[config.mk]
export PLATFORM = sky130hd
export DESIGN_NAME = id_ex_pipe_reg
export DESIGN_NICKNAME = d
export VERILOG_FILES = /design/src/rtl/id_ex_pipe_reg.sv
export SDC_FILE = /design/constraint.sdc
export NUM_CORES = 1
export LEC_CHECK = 0
export ABC_CLOCK_PERIOD_IN_PS = 1900
export CAP_MARGIN = 5
export CELL_PAD_IN_SITES_DETAIL_PLACEMENT = 0
export CELL_PAD_IN_SITES_GLOBAL_PLACEMENT = 1
export CORE_MARGIN = 2
export CORE_UTILIZATION = 32
export DETAILED_ROUTE_END_ITERATION = 8
export PLACE_DENSITY = 0.93
export REMOVE_ABC_BUFFERS = 1
export SLEW_MARGIN = 20
export SYNTH_ARGS = -nofsm -noshare
export SYNTH_HDL_FRONTEND = slang
export SYNTH_SLANG_ARGS = --single-unit
[constraint.sdc]
create_clock -name clk_i -period 1.9 [get_ports clk_i]
set_input_delay 0.19 -clock clk_i [delete_from_list [all_inputs] [get_ports clk_i]]
set_output_delay 0.19 -clock clk_i [all_outputs]
set_load 0.02 [all_outputs]
[src/rtl/id_ex_pipe_reg.sv]
// ID/EX pipeline register for the 5-stage MIPS datapath.
// Latches the decoded control bundles, operands, immediate, PC and register
// addresses at the ID->EX boundary. Adds a valid bit, hold (stall) and
// bubble insertion (flush), and saturating bubble/stall counters.
// Every output comes straight from a flop; there is no input->output path.
module id_ex_pipe_reg #(
    parameter int DATA_W  = 32,
    parameter int RA_W    = 5,
    parameter int WB_W    = 2,
    parameter int M_W     = 2,
    parameter int ALUOP_W = 2,
    parameter int CNT_W   = 16
) (
    input  logic                 clk_i,
    input  logic                 rst_i,
    input  logic                 stall_i,
    input  logic                 flush_i,
    input  logic                 valid_i,
    input  logic [WB_W-1:0]      WB_i,
    input  logic [M_W-1:0]       M_i,
    input  logic [ALUOP_W+1:0]   EX_i,
    input  logic [DATA_W-1:0]    PC_i,
    input  logic [DATA_W-1:0]    RSdata_i,
    input  logic [DATA_W-1:0]    RTdata_i,
    input  logic [DATA_W-1:0]    imm_i,
    input  logic [RA_W-1:0]      RSaddr_i,
    input  logic [RA_W-1:0]      RTaddr_i,
    input  logic [RA_W-1:0]      RDaddr_i,
    output logic                 valid_o,
    output logic [WB_W-1:0]      WB_o,
    output logic [M_W-1:0]       M_o,
    output logic                 RegDst_o,
    output logic [ALUOP_W-1:0]   ALUOp_o,
    output logic                 ALUSrc_o,
    output logic [DATA_W-1:0]    PC_o,
    output logic [DATA_W-1:0]    RSdata_o,
    output logic [DATA_W-1:0]    RTdata_o,
    output logic [DATA_W-1:0]    imm_o,
    output logic [RA_W-1:0]      RSaddr_o,
    output logic [RA_W-1:0]      RTaddr_o,
    output logic [RA_W-1:0]      RDaddr_o,
    output logic [CNT_W-1:0]     bubble_cnt_o,
    output logic [CNT_W-1:0]     stall_cnt_o
);

    localparam int EX_W = ALUOP_W + 2;

    // Increment that sticks at all-ones instead of wrapping.
    function automatic logic [CNT_W-1:0] sat_inc(input logic [CNT_W-1:0] cnt);
        logic [CNT_W-1:0] res;
        if (cnt == {CNT_W{1'b1}}) begin
            res = cnt;
        end else begin
            res = cnt + CNT_W'(1);
        end
        return res;
    endfunction

    logic                valid_q,   valid_d;
    logic [WB_W-1:0]     wb_q,      wb_d;
    logic [M_W-1:0]      m_q,       m_d;
    logic [EX_W-1:0]     ex_q,      ex_d;
    logic [DATA_W-1:0]   pc_q,      pc_d;
    logic [DATA_W-1:0]   rs_data_q, rs_data_d;
    logic [DATA_W-1:0]   rt_data_q, rt_data_d;
    logic [DATA_W-1:0]   imm_q,     imm_d;
    logic [RA_W-1:0]     rs_addr_q, rs_addr_d;
    logic [RA_W-1:0]     rt_addr_q, rt_addr_d;
    logic [RA_W-1:0]     rd_addr_q, rd_addr_d;
    logic [CNT_W-1:0]    bubble_cnt_q, bubble_cnt_d;
    logic [CNT_W-1:0]    stall_cnt_q,  stall_cnt_d;

    // Next-state selection: flush beats stall, stall beats a normal load.
    always_comb begin
        valid_d      = valid_q;
        wb_d         = wb_q;
        m_d          = m_q;
        ex_d         = ex_q;
        pc_d         = pc_q;
        rs_data_d    = rs_data_q;
        rt_data_d    = rt_data_q;
        imm_d        = imm_q;
        rs_addr_d    = rs_addr_q;
        rt_addr_d    = rt_addr_q;
        rd_addr_d    = rd_addr_q;
        bubble_cnt_d = bubble_cnt_q;
        stall_cnt_d  = stall_cnt_q;

        if (flush_i) begin
            // Bubble: addresses are cleared too so forwarding never matches it.
            valid_d      = 1'b0;
            wb_d         = '0;
            m_d          = '0;
            ex_d         = '0;
            pc_d         = '0;
            rs_data_d    = '0;
            rt_data_d    = '0;
            imm_d        = '0;
            rs_addr_d    = '0;
            rt_addr_d    = '0;
            rd_addr_d    = '0;
            bubble_cnt_d = sat_inc(bubble_cnt_q);
        end else if (stall_i) begin
            stall_cnt_d  = sat_inc(stall_cnt_q);
        end else begin
            // An invalid slot carries its data but can never write anything.
            valid_d      = valid_i;
            wb_d         = valid_i ? WB_i : '0;
            m_d          = valid_i ? M_i  : '0;
            ex_d         = valid_i ? EX_i : '0;
            pc_d         = PC_i;
            rs_data_d    = RSdata_i;
            rt_data_d    = RTdata_i;
            imm_d        = imm_i;
            rs_addr_d    = RSaddr_i;
            rt_addr_d    = RTaddr_i;
            rd_addr_d    = RDaddr_i;
        end
    end

    // Stage state register with asynchronous active-low clear.
    always_ff @(posedge clk_i or negedge rst_i) begin
        if (!rst_i) begin
            valid_q      <= 1'b0;
            wb_q         <= '0;
            m_q          <= '0;
            ex_q         <= '0;
            pc_q         <= '0;
            rs_data_q    <= '0;
            rt_data_q    <= '0;
            imm_q        <= '0;
            rs_addr_q    <= '0;
            rt_addr_q    <= '0;
            rd_addr_q    <= '0;
            bubble_cnt_q <= '0;
            stall_cnt_q  <= '0;
        end else begin
            valid_q      <= valid_d;
            wb_q         <= wb_d;
            m_q          <= m_d;
            ex_q         <= ex_d;
            pc_q         <= pc_d;
            rs_data_q    <= rs_data_d;
            rt_data_q    <= rt_data_d;
            imm_q        <= imm_d;
            rs_addr_q    <= rs_addr_d;
            rt_addr_q    <= rt_addr_d;
            rd_addr_q    <= rd_addr_d;
            bubble_cnt_q <= bubble_cnt_d;
            stall_cnt_q  <= stall_cnt_d;
        end
    end

    assign valid_o      = valid_q;
    assign WB_o         = wb_q;
    assign M_o          = m_q;
    assign RegDst_o     = ex_q[EX_W-1];
    assign ALUOp_o      = ex_q[EX_W-2:1];
    assign ALUSrc_o     = ex_q[0];
    assign PC_o         = pc_q;
    assign RSdata_o     = rs_data_q;
    assign RTdata_o     = rt_data_q;
    assign imm_o        = imm_q;
    assign RSaddr_o     = rs_addr_q;
    assign RTaddr_o     = rt_addr_q;
    assign RDaddr_o     = rd_addr_q;
    assign bubble_cnt_o = bubble_cnt_q;
    assign stall_cnt_o  = stall_cnt_q;

endmodule

==> results.md <==
* CTS buffer count at 17
* GRT Residual Overflow at 0
* WL/cell at around 16 µm
* Footprint of the multi-input gates at 2870 µm²
* Filler Cells Inserted at between 2000 and 2500
* Status: complete, no violations
* Vias in the first global route at ~6000
* Placed Instances at ~1300
* Die area at 25100 µm²
* Comb power frac at 0.221
* Via density at between 4 and 5
* Clk buf depth at 2
* Total power at roughly 10 mW
* Largest stage delay on the critical path at roughly 0.42 ns
* Switching Share at 0.299
* CTS sink cnt at between 150 and 200
* Post-detail-place hpwl at 15100 µm
* Period utilisation layout at 0.921
* Area Growth Syn to Fin at 57.4%
* Crit path capture type: flop
* First-pass GRT wire length at 32100 µm
* Clk pin slew, worst setup/hold paths at about 0.08 ns
* Slew HR at 0.604
* Synth warn at 0
* RSZ-0062 raised after global routing: no
* IO Pins at 340
* Initial cell density of the core at 0.325
* Critical-path top delay cell: dfrtp_1
* Buffers added on ports at 339
* Critical-path cell list: ha_1 > and4_1 > nand4_1 > nand2_1 > mux2_2
* Largest net degree at the start of global routing at between 100 and 150
* Final non-filler cell total at 1310
* CTS tree: built
* Hold WC Path Type: in -> reg
* Peak supply drop at 668 µV
* RePlAce Congestion at just under 0.8
* Register area share after synthesis at 0.603
* Worst path arrival time at 2.06 ns
* Clock root buffer: clkbuf_16
* Setup violators final at 0
* Max FO, Critical Path at 6
* Critical path launch point type: flop
* Hold Startpoint: flush_i
* Fin Clk Skew at 0.00975 ns
* Leakage Power at around 5.5 nW
* Via count at 5988
* Synth Instances at 641
* FMAX at around 570 MHz
* Clock network fraction of design power at 0.336
* Max-slew violation count at 0
* Die extent in x at 158 µm
* Pwr Density at between 800 and 900 nW/µm²
* Reg-to-reg startpoint: bubble_cnt_o[0]
* Final Cell Area at 12000 µm²
* Worst-Margin Slew at just under 0.6 ns
* Placed Area at about 11000 µm²
* Worst R2R End: bubble_cnt_o[1]
* NumNets Final at roughly 1100
* Synthesized area at 7630 µm²
* Detailed-route wire length at ~21000 µm
* Initial antenna violation count at 0
* WHS at 0.131 ns
* Core Area at 23500 µm²
* Clock Latency Late Sink at about 0.42 ns
* Synth unique cells at 40
* Critical path origin: bubble_cnt_o[0]
* Internal at 7.19 mW
* Worst EP required at roughly 2.2 ns
* Critical path class: reg -> reg
* Switch Pwr at approximately 3.1 mW
* Setup crit end: bubble_cnt_o[1]
* Setup_tns at 0 ns
* Std cell rows at 56
* Drt drc at 0
* Final Hold Vio Count at 0
* Aggregate global-route resource usage at 0.164
* Iter 0 DRT Violations at roughly 310
* Proportion of layout cells with a drive suffix above 1 at 0.0595
* Ant diodes at 0
* Die Y at roughly 160 µm
* Sequential share of power at 0.443
* TritonRoute pass-1 iters at 4
* Max Cap Viol at 0
* R2r setup slk at 0.15 ns
* Reg2Reg Depth at 5
* Post-cts resize count at 0
* Synth Register Bits at 184
* Reg area at 4600 µm²
* Detail Route Antenna Nets at 0
* Mean Syn Cell Area at approximately 12 µm²
* CTS HTree Levels at 4
* Tmin final at around 1.8 ns
==> layer usage <==
metal	up-vias	wire length, µm	global-route usage
li1	2854	-	-
met1	2909	8610	0.196
met2	210	10400	0.279
met3	15	2000	0.0634
met4	0	211	0.0386
met5	-	0	0
==> critical path: cells and delay by family (launching register included) <==
kind / cells / cell delay (ns)
AND/OR/NAND/NOR: 3 / 0.61
flip-flops: 1 / 0.42
multiplexers: 1 / 0.34
adder cells (fa/ha/maj): 1 / 0.27
==> worst min path at each step <==
stage                             end  slack, ns  depth (start not counted)
after floorplan                M_o[0]      -0.11                          0
after global placement    RSdata_o[2]       0.13                          1
after detailed placement  RSdata_o[2]       0.14                          1
after CTS                     PC_o[4]       0.11                          2
after global routing          PC_o[4]       0.12                          2
final                         PC_o[4]       0.13                          2
==> synth_stat cells, drive strengths merged <==
library cell    n  area, µm²
dfrtp         184       4600
nor2          165        622
mux2i         143       1430
buf            20       96.3
clkbuf         16       60.1
xor2           14        123
nand2          12       45.0
nand4          12       96.3
a21oi          11       55.1
nand3          11       60.1
xnor2          10       87.6
nor3            6       35.0
nor4            5       52.6
nor3b           4       35.0
a22oi           3       22.5
and3            3       18.8
and4            3       26.3
nor4b           3       32.5
a41oi           2       17.5
ha              2       25.0
inv             2       7.51
mux2            2       26.3
nand2b          2       12.5
a211oi          1       7.51
nand4b          1       8.76
nor2b           1       6.26
o21a            1       7.51
o21ai           1       5.00
or3             1       6.26
==> cells by family after synthesis <==
| group | Yosys count | synth area share |
|---|---|---|
| flops | 184 | 0.603 |
| compound gates | 19 | 0.0151 |
| simple gates | 229 | 0.139 |
| fa+ha+maj | 2 | 0.00328 |
| buf+inv | 38 | 0.0215 |
| mux | 145 | 0.191 |
| xor+xnor | 24 | 0.0275 |
==> cell usage in the layout, fill, tap and decap left out, types with 5 or more instances in the layout <==
cell type / synthesis / final
a21oi_1: 11 / 11
dfrtp_1: 184 / 184
mux2i_1: 143 / 143
nand2_1: 12 / 12
clkdlybuf4s50_1: 0 / 336
buf_12: 0 / 5
nor3_1: 5 / 5
buf_4: 0 / 10
nand4_1: 10 / 10
inv_6: 0 / 6
clkbuf_16: 0 / 17
nand3_1: 10 / 10
nor2_1: 164 / 164
xor2_1: 14 / 14
xnor2_1: 10 / 10
==> per-stage QoR <==
stage,util,setup slack (ns)
global placement,0.487,0.118
detailed placement,0.487,0.0883
global route,0.512,0.0144
CTS,0.512,0.0721
floorplan,-,0.107
finish,0.512,0.149
==> power by group through the flow <==
stage | Sequential [mW] | Combinational (mW) | Clock, mW
final | 4.55 | 2.26 | 3.45
after global routing | 4.60 | 2.45 | 3.72
after CTS | 4.55 | 2.29 | 3.59
after detailed placement | 4.62 | 2.28 | 0
after global placement | 4.59 | 2.27 | 0
after floorplan | 4.98 | 0.517 | 0
==> sequential cells by signal, summed over array words and instances, names as in the netlist, 4 cells and up <==
signal	count
RTdata_o	32
imm_o	32
ex_q	4
stall_cnt_o	16
RTaddr_o	5
bubble_cnt_o	16
RSaddr_o	5
PC_o	32
RDaddr_o	5
RSdata_o	32
==> layout make-up <==
type                       count  share of cell area
timing repair buffer         354               0.297
clock inverter                13              0.0104
multi-input combinational    419               0.238
sequential                   184               0.383
inverter                       2            0.000625
tap                          319              0.0332
clock buffer                  19              0.0369
==> what timing repair did <==
item	CTS	global route
setup buffers	0	1
hold buffers	1	0
endpoints found under the setup margin	0	4
endpoints found under the hold margin	36	0
Note: power is estimated with default switching activity, not from simulation.
